--- config.mk ---
export PLATFORM = sky130hd
export DESIGN_NAME = alu_issue_ctrl
export DESIGN_NICKNAME = d
export VERILOG_FILES = /design/src/rtl/alu_pkg.sv /design/src/rtl/alu_issue_ctrl.sv
export SDC_FILE = /design/constraint.sdc
export NUM_CORES = 1
export LEC_CHECK = 0
export CORE_MARGIN = 5
export CORE_UTILIZATION = 44
export DETAILED_ROUTE_END_ITERATION = 6
export PLACE_DENSITY = 0.88
export SYNTH_ARGS = -nofsm -noshare
export SYNTH_HDL_FRONTEND = slang
export SYNTH_SLANG_ARGS = --single-unit
--- constraint.sdc ---
create_clock -name clk -period 9.5 [get_ports clk]
set_input_delay 0.95 -clock clk [delete_from_list [all_inputs] [get_ports clk]]
set_output_delay 0.95 -clock clk [all_outputs]
set_load 0.005 [all_outputs]
--- src/rtl/alu_pkg.sv ---
// Shared encodings, FSM state constants and the latency lookup for the FP ALU issue controller.
package alu_pkg;

  localparam logic [1:0] OP_ADD = 2'b00;
  localparam logic [1:0] OP_SUB = 2'b01;
  localparam logic [1:0] OP_MUL = 2'b10;
  localparam logic [1:0] OP_DIV = 2'b11;

  typedef logic [1:0] state_t;
  localparam state_t S_IDLE = 2'd0;
  localparam state_t S_WAIT = 2'd1;
  localparam state_t S_RESP = 2'd2;

  localparam int unsigned DEF_LAT_ADD = 2;
  localparam int unsigned DEF_LAT_SUB = 2;
  localparam int unsigned DEF_LAT_MUL = 3;
  localparam int unsigned DEF_LAT_DIV = 8;

  // Counter preload for an op: the WAIT state spends LAT cycles counting down to zero.
  function automatic int unsigned lat_m1(input logic [1:0] op,
                                         input int unsigned la, input int unsigned ls,
                                         input int unsigned lm, input int unsigned ld);
    int unsigned r;
    case (op)
      OP_ADD:  r = la - 1;
      OP_SUB:  r = ls - 1;
      OP_MUL:  r = lm - 1;
      default: r = ld - 1;
    endcase
    return r;
  endfunction

endpackage

--- src/rtl/alu_issue_ctrl.sv ---
// Initiator for the FP ALU: latches a command onto the ALU inputs, waits the op's
// latency, captures the result and hands it back with its tag.
module alu_issue_ctrl
  import alu_pkg::*;
#(
  parameter int unsigned WIDTH   = 32,
  parameter int unsigned TAG_W   = 4,
  parameter int unsigned LAT_ADD = DEF_LAT_ADD,
  parameter int unsigned LAT_SUB = DEF_LAT_SUB,
  parameter int unsigned LAT_MUL = DEF_LAT_MUL,
  parameter int unsigned LAT_DIV = DEF_LAT_DIV,
  parameter int unsigned CNT_W   = 4
) (
  input  logic             clk,
  input  logic             rst,
  input  logic             flush,
  input  logic             cmd_valid,
  output logic             cmd_ready,
  input  logic [WIDTH-1:0] cmd_a,
  input  logic [WIDTH-1:0] cmd_b,
  input  logic [1:0]       cmd_op,
  input  logic [TAG_W-1:0] cmd_tag,
  output logic [WIDTH-1:0] alu_a,
  output logic [WIDTH-1:0] alu_b,
  output logic [1:0]       alu_op,
  input  logic [WIDTH-1:0] alu_c,
  output logic             res_valid,
  input  logic             res_ready,
  output logic [WIDTH-1:0] res_data,
  output logic [TAG_W-1:0] res_tag,
  output logic             res_dz,
  output logic             busy
);

  localparam int unsigned LAT_MAX = (1 << CNT_W) - 1;

  if (LAT_ADD < 1 || LAT_ADD > LAT_MAX || LAT_SUB < 1 || LAT_SUB > LAT_MAX ||
      LAT_MUL < 1 || LAT_MUL > LAT_MAX || LAT_DIV < 1 || LAT_DIV > LAT_MAX) begin : g_lat_chk
    $error("alu_issue_ctrl: every LAT_* must be in 1..2**CNT_W-1");
  end

  state_t             state_q, state_d;
  logic [CNT_W-1:0]   cnt_q, cnt_d;
  logic [WIDTH-1:0]   alu_a_q, alu_b_q, res_data_q, res_data_d;
  logic [1:0]         alu_op_q;
  logic [TAG_W-1:0]   tag_q;
  logic               dz_q, res_valid_q, res_valid_d;
  logic               accept, cmd_dz;

  assign cmd_ready = (state_q == S_IDLE) && !flush;
  assign accept    = cmd_valid && cmd_ready;
  // Either sign of zero counts as a zero divisor.
  assign cmd_dz    = (cmd_op == OP_DIV) && (cmd_b[WIDTH-2:0] == '0);

  // Next-state: flush overrides everything and drops whatever is in flight.
  always_comb begin
    state_d     = state_q;
    cnt_d       = cnt_q;
    res_valid_d = res_valid_q;
    res_data_d  = res_data_q;
    if (flush) begin
      state_d     = S_IDLE;
      res_valid_d = 1'b0;
      cnt_d       = '0;
    end else begin
      case (state_q)
        S_IDLE: if (cmd_valid) begin
          cnt_d   = CNT_W'(lat_m1(cmd_op, LAT_ADD, LAT_SUB, LAT_MUL, LAT_DIV));
          state_d = S_WAIT;
        end
        S_WAIT: if (cnt_q == '0) begin
          res_data_d  = alu_c;
          res_valid_d = 1'b1;
          state_d     = S_RESP;
        end else begin
          cnt_d = cnt_q - 1'b1;
        end
        S_RESP: if (res_ready) begin
          res_valid_d = 1'b0;
          state_d     = S_IDLE;
        end
        default: state_d = S_IDLE;
      endcase
    end
  end

  // Control state, counter and result register.
  always_ff @(posedge clk or posedge rst) begin
    if (rst) begin
      state_q     <= S_IDLE;
      cnt_q       <= '0;
      res_valid_q <= 1'b0;
      res_data_q  <= '0;
    end else begin
      state_q     <= state_d;
      cnt_q       <= cnt_d;
      res_valid_q <= res_valid_d;
      res_data_q  <= res_data_d;
    end
  end

  // Operand/tag capture: only an accepted command changes them; flush leaves them alone.
  always_ff @(posedge clk or posedge rst) begin
    if (rst) begin
      alu_a_q  <= '0;
      alu_b_q  <= '0;
      alu_op_q <= OP_ADD;
      tag_q    <= '0;
      dz_q     <= 1'b0;
    end else if (accept) begin
      alu_a_q  <= cmd_a;
      alu_b_q  <= cmd_b;
      alu_op_q <= cmd_op;
      tag_q    <= cmd_tag;
      dz_q     <= cmd_dz;
    end
  end

  assign alu_a     = alu_a_q;
  assign alu_b     = alu_b_q;
  assign alu_op    = alu_op_q;
  assign res_valid = res_valid_q;
  assign res_data  = res_data_q;
  assign res_tag   = tag_q;
  assign res_dz    = dz_q;
  assign busy      = (state_q != S_IDLE);

endmodule

==> flow_summary.toml <==
[timing]
hold_viol = 0
whs_ns = 0.481
fin_crit_sh_pct = 35.2
min_period_ns = 3.35
setup_violations = 0
worst_slack_ns = 6.15
fin_skew_ns = 0.00989
worst_pin_slew_ns = 0.757
grt_setup_unrepaired = "false"
tns_ns = 0
slew_headroom_pct = 49.5
fmax_mhz = 299
drv_slew = 0

[synthesis]
yosysTopAreaCellShare_pct = 62.8
synth_top_area_cell = "dfrtp_1"
synth_common_cells = "nand2_1 (212), dfrtp_1 (110), mux2_1 (32), clkbuf_1 (13), nor4_1 (8)"
synth.most_common_cell = "nand2_1"
synth_enable_flop_cells = 0
synthArstFlopShare_pct = 100
synth_cell_types = 36
synth_flop_cell = "dfrtp_1"
syn_area_um2 = 4380
synth.area.top_cells = "dfrtp_1 (63%), nand2_1 (18%), mux2_1 (8.2%)"
avgSynthCellArea_um2 = 10.2
synthCells = 431
synth_warnings = 0
ys_seq_area_share_pct = 62.8
ys_ff_latch = 110
synth_nets = 540

[critical_path]
rr_endpoint = "res_dz"
critPathKind = "input pin to primary output"
cp.arrival_ns = 2.40
slowest_delay_ns = 0.58
path_max_fanout = 9
crit_required_ns = 8.55
crit_slowest_cell = "clkdlybuf4s50_1"
crit_chain = "clkdlybuf4s50_1, nor3_2, clkdlybuf4s50_1"
rr_worst_depth = 5
crit_top_cell = "clkdlybuf4s50_1"
worst-path-buf-inv = 2
timing.rr.start = "state_q[1]"
start_kind = "input pin"
critPathTopFamily = "buffers and inverters"
r2r_setup_slack_ns = 7.37
end_kind = "primary output"

[hold_path]
hold_start = "alu_b[30]"
min_path_cells = 2
whs_endpoint = "alu_b[30]"
min_path_type = "flip-flop to flip-flop"

[finish]
layout-drive-gt1-share_pct = 4.21
area_growth_pct = 55.1
nets = 745
diodes = 0

[routing]
wl_per_cell_um = 15.9
viasPerCell = 4.86
drt_wl_total_um = 12300
num_vias = 3763
drc_errors = 0
drtPass1Iterations = 4
drt-initial-drc-count = 171
ant_nets = 0

[placement]
io_buffers = 212
routabilityCongestion = 0.803
dpl.hpwl_um = 9400
place_ws_ns = 6.15

[floorplanning]
die_area_um2 = 12100
die_x_um = 110
die_h_um = 110
start_util_pct = 45.0
core.rowCount = 36
io-pin-count = 213
coreArea_um2 = 9730

[clocking]
cts_tree = "yes"
cts.sinks = 110
cts_setup_buffers = 0
clk_path_buf_depth = 2
htreeDepth = 3
post_cts_resized = 0
hold_buffers = 0
cts_root_buffer = "clkbuf_8"
cts_buffers = 9
clk_pin_slew_ns = 0.10
worstSkewPairLatency_ns = 0.36

[pwr]
power.total_mw = 1.61
power.density_nw_per_um2 = 237
ir_worst_vdd_mv = 0.105
leakage_nw = 3.17

[grt]
grt_pass1_wl_um = 19300
grt_pass1_vias = 3872
grt_start_max_net_pins = 70
grt_usage_pct = 20.5
grt-ovfl-total = 0
antenna_found_initial = 0

[flow_run]
drv_cap = 0

[status]
status = "finished, final reports clean"
routing by layer:
layer,share of wire (%),track usage [%],routed length (um),up-vias
li1,-,-,-,1781
met1,38,24.1,4720,1786
met2,49,34.4,6040,169
met3,9.9,7.28,1210,27
met4,2.4,7.39,297,0
met5,0,0,0,-
placed cells by master (no fill, tap or decap), types with 2 or more instances in the layout:
cell type        instances
clkdlybuf4s50_1        212
nand2_1                211
dfrtp_1                110
mux2_1                  32
clkbuf_8                 9
nor4_1                   8
nor2_1                   7
inv_1                    4
a21oi_1                  4
buf_4                    4
inv_6                    3
nand2b_1                 2
o21ai_0                  2
or3_1                    2
nand3_1                  2
o21ai_1                  2
ha_1                     2
clkinv_4                 2
cells by family (layout without fill, tap and decap cells):
| logic type | count (synthesis) | count (layout) | share of synthesized area (%) |
|---|---|---|---|
| adders and majority gates | 2 | 2 | 0.571 |
| buffers and inverters | 27 | 237 | 2.97 |
| AOI/OAI and AO/OA | 18 | 18 | 3.00 |
| and+or+nand+nor | 241 | 241 | 22.2 |
| DFF | 110 | 110 | 62.8 |
| muxes | 32 | 32 | 8.22 |
| xor gates and xnor gates | 1 | 1 | 0.200 |
per-stage QoR:
| stage | std cells | cell area [um2] | util (%) |
|---|---|---|---|
| global placement | 758 | 6600 | 67.8 |
| detailed placement | 758 | 6600 | 67.8 |
| CTS | 774 | 6800 | 69.9 |
| global route | 774 | 6800 | 69.9 |
| finish | 774 | 6800 | 69.9 |
| floorplan | 431 | 4380 | - |
worst reg2reg max path: cells and delay by family, from the launching register on:
| kind | cells | cell delay [ns] |
|---|---|---|
| buf+inv | 1 | 0.45 |
| compound gates | 1 | 0.11 |
| simple gates | 3 | 1.01 |
| flops | 1 | 0.51 |
power breakdown:
group | leakage [nW] | switching, mW | total, mW | internal, mW
Combinational | 1.70 | 0.221 | 0.608 | 0.387
Sequential | 1.36 | 0.0900 | 0.715 | 0.625
Clock | 0.105 | 0.163 | 0.288 | 0.125
Total | 3.17 | 0.474 | 1.61 | 1.14
layout make-up:
class / instances / area (um2)
Fill cell: 746 / 2930
Sequential cell: 110 / 2750
Timing Repair Buffer: 216 / 2150
Multi-Input combinational cell: 294 / 1500
Tap cell: 133 / 166
Clock buffer: 9 / 124
Clock inverter: 7 / 78.8
Inverter: 5 / 21.3
sequential cells by signal, summed over array words and instances, names as in the netlist:
signal	flops
alu_b	32
cnt_q	4
alu_op	2
res_valid	1
res_dz	1
alu_a	32
state_q	2
res_data	32
res_tag	4
worst max-delay path by stage:
stage	from	end	depth (start not counted)
after floorplan	rst	alu_a[0]	1
after CTS	flush	cmd_ready	3
after global placement	flush	cmd_ready	3
after global routing	flush	cmd_ready	3
after detailed placement	flush	cmd_ready	3
final	flush	cmd_ready	3
Power figures use the tool's default switching activity.
